`src/rtl/deser400_gate_ctrl_pkg.sv`:
```
// Shared types and constants for the deser400 measurement-gate scheduler.
// The DEF_* values are also used by the legacy free-running gate instantiation.
package deser400_pkg;

  localparam int CNT_W = 22;
  localparam int NUM_W = 16;

  // Period register holds period-1: 2^22 cycles per period, 2^19-cycle gate.
  localparam logic [CNT_W-1:0] DEF_PERIOD = 22'd4194303;
  localparam logic [CNT_W-1:0] DEF_LEN    = 22'd524288;

  typedef enum logic {
    IDLE = 1'b0,
    RUN  = 1'b1
  } state_t;

  typedef struct packed {
    logic [CNT_W-1:0] period;
    logic [CNT_W-1:0] len;
    logic             burst;
    logic [NUM_W-1:0] num;
  } cfg_t;

  typedef struct packed {
    state_t state;
    logic   pend_valid;
    cfg_t   active;
  } dbg_t;

  function automatic cfg_t def_cfg();
    cfg_t c;
    c.period = DEF_PERIOD;
    c.len    = DEF_LEN;
    c.burst  = 1'b0;
    c.num    = NUM_W'(1);
    return c;
  endfunction

  // A burst of zero periods is run as a single period.
  function automatic logic [NUM_W-1:0] burst_count(input logic [NUM_W-1:0] num);
    return (num == '0) ? NUM_W'(1) : num;
  endfunction

endpackage

```
`src/rtl/deser400_gate_ctrl_if.sv`:
```
// Control-register bank <-> gate scheduler connection.
// cfg_we, start and stop are single-cycle pulses with no ready/back-pressure;
// gate, busy, period_stb, done and periods are registered status outputs.
interface deser400_gate_ctrl_if;
  import deser400_pkg::*;

  logic             cfg_we;
  logic [CNT_W-1:0] cfg_period;
  logic [CNT_W-1:0] cfg_len;
  logic             cfg_burst;
  logic [NUM_W-1:0] cfg_num;
  logic             start;
  logic             stop;

  logic             gate;
  logic             busy;
  logic             period_stb;
  logic             done;
  logic [NUM_W-1:0] periods;

  modport master (
    output cfg_we, cfg_period, cfg_len, cfg_burst, cfg_num, start, stop,
    input  gate, busy, period_stb, done, periods
  );

  modport slave (
    input  cfg_we, cfg_period, cfg_len, cfg_burst, cfg_num, start, stop,
    output gate, busy, period_stb, done, periods
  );

endinterface

```
`src/rtl/deser400_gate_ctrl_cfg.sv`:
```
// Active/pending configuration shadow registers. Writes made while running are
// held in pending and swapped in only at a period boundary or on return to idle.
module deser400_gate_cfg
  import deser400_pkg::*;
(
  input  logic             clk,
  input  logic             reset,
  input  logic             cfg_we,
  input  cfg_t             cfg_in,
  input  logic             running,
  input  logic             wrap,
  input  logic             go_idle,
  output cfg_t             active,
  output logic [CNT_W-1:0] nxt_len,
  output logic [NUM_W-1:0] nxt_num,
  output logic             pend_valid
);

  cfg_t pending;
  cfg_t active_nxt;
  logic apply;

  always_comb begin
    active_nxt = active;
    apply      = running && pend_valid && (wrap || go_idle);
    // A write on the cycle the run ends is newer than anything pending.
    if (cfg_we && (!running || go_idle)) begin
      active_nxt = cfg_in;
    end else if (apply) begin
      active_nxt = pending;
    end
  end

  assign nxt_len = active_nxt.len;
  assign nxt_num = active_nxt.num;

  always_ff @(posedge clk) begin
    if (reset) begin
      active     <= def_cfg();
      pending    <= def_cfg();
      pend_valid <= 1'b0;
    end else begin
      active <= active_nxt;
      if (running && !go_idle && cfg_we) begin
        pending    <= cfg_in;
        pend_valid <= 1'b1;
      end else if (apply || go_idle) begin
        pend_valid <= 1'b0;
      end
    end
  end

endmodule

```
`src/rtl/deser400_gate_ctrl.sv`:
```
// Programmable period/gate-length scheduler driving the deser400 gate input,
// with continuous or N-period burst operation and boundary-safe reconfiguration.
module deser400_gate_ctrl
  import deser400_pkg::*;
(
  input  logic                 clk,
  input  logic                 reset,
  deser400_gate_ctrl_if.slave  bus,
  output dbg_t                 dbg
);

  state_t           state_q, state_d;
  logic [CNT_W-1:0] cnt_q, cnt_d, cnt_inc;
  logic [NUM_W-1:0] remain_q, remain_d;
  logic [NUM_W-1:0] periods_q, periods_d;
  logic             gate_q, gate_d;
  logic             busy_q, busy_d;
  logic             stb_q, stb_d;
  logic             done_q, done_d;

  cfg_t             cfg_in;
  cfg_t             act;
  logic [CNT_W-1:0] nxt_len;
  logic [NUM_W-1:0] nxt_num;
  logic             pend_valid;

  logic running, at_end, burst_last, to_idle, launch;

  assign cfg_in = '{period: bus.cfg_period, len: bus.cfg_len,
                    burst: bus.cfg_burst, num: bus.cfg_num};

  assign running    = (state_q == RUN);
  assign at_end     = running && (cnt_q == act.period);
  assign burst_last = at_end && act.burst && (remain_q == NUM_W'(1));
  assign to_idle    = running && (bus.stop || burst_last);
  assign launch     = (state_q == IDLE) && bus.start && !bus.stop;
  assign cnt_inc    = cnt_q + CNT_W'(1);

  deser400_gate_cfg u_cfg (
    .clk        (clk),
    .reset      (reset),
    .cfg_we     (bus.cfg_we),
    .cfg_in     (cfg_in),
    .running    (running),
    .wrap       (at_end),
    .go_idle    (to_idle),
    .active     (act),
    .nxt_len    (nxt_len),
    .nxt_num    (nxt_num),
    .pend_valid (pend_valid)
  );

  always_comb begin
    state_d   = state_q;
    cnt_d     = cnt_q;
    remain_d  = remain_q;
    periods_d = periods_q;
    gate_d    = 1'b0;
    busy_d    = 1'b0;
    stb_d     = 1'b0;
    done_d    = 1'b0;
    unique case (state_q)
      IDLE: begin
        if (launch) begin
          state_d   = RUN;
          cnt_d     = '0;
          periods_d = '0;
          remain_d  = burst_count(nxt_num);
          gate_d    = (nxt_len != '0);
          busy_d    = 1'b1;
          stb_d     = 1'b1;
        end
      end
      RUN: begin
        if (bus.stop) begin
          state_d = IDLE;
        end else if (at_end) begin
          cnt_d     = '0;
          periods_d = periods_q + NUM_W'(1);
          if (burst_last) begin
            state_d = IDLE;
            done_d  = 1'b1;
          end else begin
            // The new period already runs with any config swapped in at this wrap.
            busy_d = 1'b1;
            stb_d  = 1'b1;
            gate_d = (nxt_len != '0);
            if (act.burst) remain_d = remain_q - NUM_W'(1);
          end
        end else begin
          busy_d = 1'b1;
          cnt_d  = cnt_inc;
          gate_d = (cnt_inc < act.len);
        end
      end
      default: state_d = IDLE;
    endcase
  end

  always_ff @(posedge clk) begin
    if (reset) begin
      state_q   <= IDLE;
      cnt_q     <= '0;
      remain_q  <= '0;
      periods_q <= '0;
      gate_q    <= 1'b0;
      busy_q    <= 1'b0;
      stb_q     <= 1'b0;
      done_q    <= 1'b0;
    end else begin
      state_q   <= state_d;
      cnt_q     <= cnt_d;
      remain_q  <= remain_d;
      periods_q <= periods_d;
      gate_q    <= gate_d;
      busy_q    <= busy_d;
      stb_q     <= stb_d;
      done_q    <= done_d;
    end
  end

  assign bus.gate       = gate_q;
  assign bus.busy       = busy_q;
  assign bus.period_stb = stb_q;
  assign bus.done       = done_q;
  assign bus.periods    = periods_q;

  assign dbg.state      = state_q;
  assign dbg.pend_valid = pend_valid;
  assign dbg.active     = act;

endmodule
```
`src/flat_wrapper.sv`:
```
// flat-port wrapper written by rule: the top's interface ports become plain ports
module deser400_gate_ctrl_flat import deser400_pkg::*;
  (clk, reset, dbg, bus_cfg_we, bus_cfg_period, bus_cfg_len, bus_cfg_burst, bus_cfg_num, bus_start, bus_stop, bus_gate, bus_busy, bus_period_stb, bus_done, bus_periods);
  deser400_gate_ctrl_if bus_i ();
  input  logic clk;
  input  logic reset;
  output dbg_t dbg;
  input wire logic [$bits(bus_i.cfg_we)-1:0] bus_cfg_we;
  input wire logic [$bits(bus_i.cfg_period)-1:0] bus_cfg_period;
  input wire logic [$bits(bus_i.cfg_len)-1:0] bus_cfg_len;
  input wire logic [$bits(bus_i.cfg_burst)-1:0] bus_cfg_burst;
  input wire logic [$bits(bus_i.cfg_num)-1:0] bus_cfg_num;
  input wire logic [$bits(bus_i.start)-1:0] bus_start;
  input wire logic [$bits(bus_i.stop)-1:0] bus_stop;
  output wire logic [$bits(bus_i.gate)-1:0] bus_gate;
  output wire logic [$bits(bus_i.busy)-1:0] bus_busy;
  output wire logic [$bits(bus_i.period_stb)-1:0] bus_period_stb;
  output wire logic [$bits(bus_i.done)-1:0] bus_done;
  output wire logic [$bits(bus_i.periods)-1:0] bus_periods;
  assign bus_i.cfg_we = bus_cfg_we;
  assign bus_i.cfg_period = bus_cfg_period;
  assign bus_i.cfg_len = bus_cfg_len;
  assign bus_i.cfg_burst = bus_cfg_burst;
  assign bus_i.cfg_num = bus_cfg_num;
  assign bus_i.start = bus_start;
  assign bus_i.stop = bus_stop;
  assign bus_gate = bus_i.gate;
  assign bus_busy = bus_i.busy;
  assign bus_period_stb = bus_i.period_stb;
  assign bus_done = bus_i.done;
  assign bus_periods = bus_i.periods;
  deser400_gate_ctrl u_core (.clk(clk), .reset(reset), .bus(bus_i), .dbg(dbg));
endmodule
```
`config.mk`:
```
export PLATFORM = sky130hd
export DESIGN_NAME = deser400_gate_ctrl_flat
export DESIGN_NICKNAME = d
export VERILOG_FILES = /design/src/rtl/deser400_gate_ctrl_pkg.sv /design/src/rtl/deser400_gate_ctrl_if.sv /design/src/rtl/deser400_gate_ctrl_cfg.sv /design/src/rtl/deser400_gate_ctrl.sv /design/src/flat_wrapper.sv
export SDC_FILE = /design/constraint.sdc
export NUM_CORES = 1
export LEC_CHECK = 0
export BUFFER_PORTS_ARGS = -buffer_cell sky130_fd_sc_hd__buf_4
export CAP_MARGIN = 30
export CORE_MARGIN = 10
export CORE_UTILIZATION = 27
export CTS_CLUSTER_SIZE = 40
export DETAILED_ROUTE_END_ITERATION = 7
export MAX_ROUTING_LAYER = met4
export SYNTH_ARGS = -nofsm -noshare
export SYNTH_HDL_FRONTEND = slang
export SYNTH_SLANG_ARGS = --single-unit
```
`constraint.sdc`:
```
create_clock -name clk -period 5.7 [get_ports clk]
set_input_delay 0 -clock clk [delete_from_list [all_inputs] [get_ports clk]]
set_output_delay 0 -clock clk [all_outputs]
set_load 0.01 [all_outputs]
```
==> impl_results.md <==
- Worst r2r path cells: 8
- DIE WIDTH: 205 um
- Critical path arrival: 4330 ps
- Clock sink total: 181
- Initial drt markers: 739
- Worst hold path class: input port to flip-flop
- Setup bufs post-CTS: 0
- DIE HEIGHT: 205 um
- Mapped Area: 9270 sq um
- Gr usage total: 15.5%
- Relative slew margins: 33.2%
- Layout Nets: 1438
- Layout cells sized above 1: 16.2%
- TritonRoute pass-1 iters: 5
- Outcome: finished, final reports clean
- Setup Slack @ Placement: 1810 ps
- RSZ-0062 raised after global routing: no
- Crit start category: flip-flop
- Fin. max-slew vios: 0
- Fin. Hold Viols: 0
- Met2 Wirelength: 15200 um
- FMAX: 247 MHz
- Mean Syn Cell Area: 7.81 sq um
- DRC Markers: 0
- Num CTS Buffers: 17
- WS Path Type: flip-flop to flip-flop
- Number of synthesized flops with an enable pin: 0
- Clock Latency Late Sink: 440 ps
- Crit Path Max Fanout: 20
- CP endpoint kind: flip-flop
- Initial Util: 27.5%
- Routed WL: 31900 um
- Async set-reset flop share out of synthesis: 0%
- Overflow after GRT: 0
- Max cap viols: 0
- Met3 Routed Length: 1350 um
- Area Overhead vs Synth: 28.7%
- Switching Share: 28.1%
- Synth Flop Type: dfxtp_1
- Cell internal pwr: 2.18 mW
- Power share of the combinational group: 14.0%
- Tcrit/Tclk final: 71.0%
- TritonCTS clock tree: done
- Root buf cell: clkbuf_16
- Vias in the first global route: 8864
- Std cell rows: 67
- Core area: 33700 sq um
- VDD IR max: 227 uV
- Largest net degree at the start of global routing: 93
- Pleak: 4.78 nW
- Setup tns final: 0 ps
- Drt wl/cell: 17.6 um
- Distinct cells, synth: 65
- First-pass GRT wire length: 50500 um
- M1 WL: 14800 um
- Setup violations, final: 0
- # diodes: 0
- # H-tree levels: 4
- Sequential share of power: 45.1%
- Yosys reg bits: 181
- DR vias: 8967
- Dpl hpwl: 23400 um
- Synth Warn #: 0
- Post-synthesis cell count: 1187
- Cell Pwr Density: 254 nW/um^2
- Syn nets: 1278
- Post-DRT Antenna Nets: 0
- Clock Tree Buf Depth: 2
- Worst setup margin: 1650 ps
- Worst Hold Path Cells: 2
- Total net switching power: 0.851 mW
- Worst-Margin Slew: 1000 ps
- Clock Skew: 13.3 ps
- Reg clk slew, reported paths: 70 ps
- Filler cell count: 3575
- Port bufs: 148
- Final min period: 4050 ps
- Vias per cell: 4.96
- Uppermost layer routed: met4
- Seq/Total Area, Yosys: 39.1%
- I/O pins: 149
- Initial antenna violation count: 0
- WP data required: 5980 ps
- Gpl congestion: 0.869
- Clock share of power: 40.9%
- Die Footprint: 42100 sq um
-- power groups by stage --
stage	Clock (mW)	Sequential (mW)	Combinational [mW]
after floorplan	0	1.39	0.217
after global placement	0	1.40	0.383
after detailed placement	0	1.40	0.388
after CTS	1.26	1.37	0.426
after global routing	1.31	1.37	0.470
final	1.24	1.37	0.425
-- routing by layer --
layer / vias up / GRT usage (%)
li1: 4437 / -
met1: 4244 / 20.2
met2: 255 / 24.9
met3: 31 / 2.08
met4: 0 / 4.04
met5: - / -
-- critical path, stage by stage (launching register included) --
cell	delay, ps
dfxtp_1	480
xnor2_2	140
nand4_1	160
nor4_2	880
a31oi_2	590
nor2_1	660
nand4_1	240
a2111oi_0	560
a311oi_1	160
-- cell usage in the layout, fill, tap and decap left out, types with 20 or more instances in the layout --
cell and count:
nor3_1 34, nand2_1 265, dlygate4sd3_1 65, o21ai_0 21
a31oi_1 32, ha_1 25, nand3_1 20, xnor2_1 37
nand3b_1 30, nor2_1 106, dfxtp_1 181, buf_4 156
a21oi_1 63, inv_1 29
-- metrics by stage --
step           instances  total power [mW]  utilization [%]  cell area [sq um]  hold slack [ps]
2_1_floorplan       1187              1.60                -               9270              124
3_3_place_gp        1710              1.78             31.6              10700              224
3_5_place_dp        1711              1.78             31.7              10700              228
4_1_cts             1807              3.06             35.4              11900             83.1
5_1_grt             1807              3.15             35.4              11900              133
6_report            1807              3.03             35.4              11900             85.3
-- repair_timing --
item	in CTS	in global routing
endpoints found under the hold margin	113	0
hold buffers	65	0
resized for setup	0	0
-- synth_stat cells (20+ instances only) --
cell type	count	area share, %
nand2_1	266	11
dfxtp_1	181	39
nor2_1	107	4.3
a21oi_1	64	3.5
clkbuf_1	50	2.0
xnor2_1	37	3.5
nor3_1	34	1.8
a31oi_1	33	2.2
nand3b_1	30	2.4
inv_1	29	1.2
ha_1	25	3.4
o21ai_0	21	1.1
nand3_1	20	1.1
-- flip-flops by register name, summed over array words and instances (netlist names) --
name,cells
u_core.remain_q,16
u_core.bus.period_stb,1
u_core.bus.gate,1
u_core.running,1
u_core.u_cfg.pending,61
u_core.bus.periods,16
u_core.u_cfg.active,61
u_core.bus.done,1
u_core.cnt_q,22
u_core.u_cfg.pend_valid,1
-- layout make-up --
type | count | area, sq um | area share [%]
flip-flops and latches | 181 | 3620 | 30.4
repair buffers | 222 | 1830 | 15.4
well taps | 448 | 561 | 4.70
multi-input cells | 896 | 5190 | 43.6
inverters | 29 | 109 | 0.913
clock inverters | 13 | 165 | 1.38
clock buffers | 18 | 439 | 3.68
-- final timing paths --
check | start | endpoint | slack (ps)
worst max-delay path | u_core.cnt_q[3] | u_core.bus.gate | 1650
worst min-delay path | reset | u_core.cnt_q[11] | 90
worst max register to register | u_core.cnt_q[3] | u_core.bus.gate | 1650
worst min register to register | u_core.u_cfg.pending[28] | u_core.u_cfg.pending[28] | 450
-- cell families after synthesis --
group	Yosys count	share of synthesized area [%]
flops	181	39.1
mux	19	2.16
compound gates	221	15.7
xor+xnor	55	5.36
buf+inv	110	5.14
fa+ha+maj	25	3.38
simple gates	576	29.2
Power figures use the tool's default switching activity.
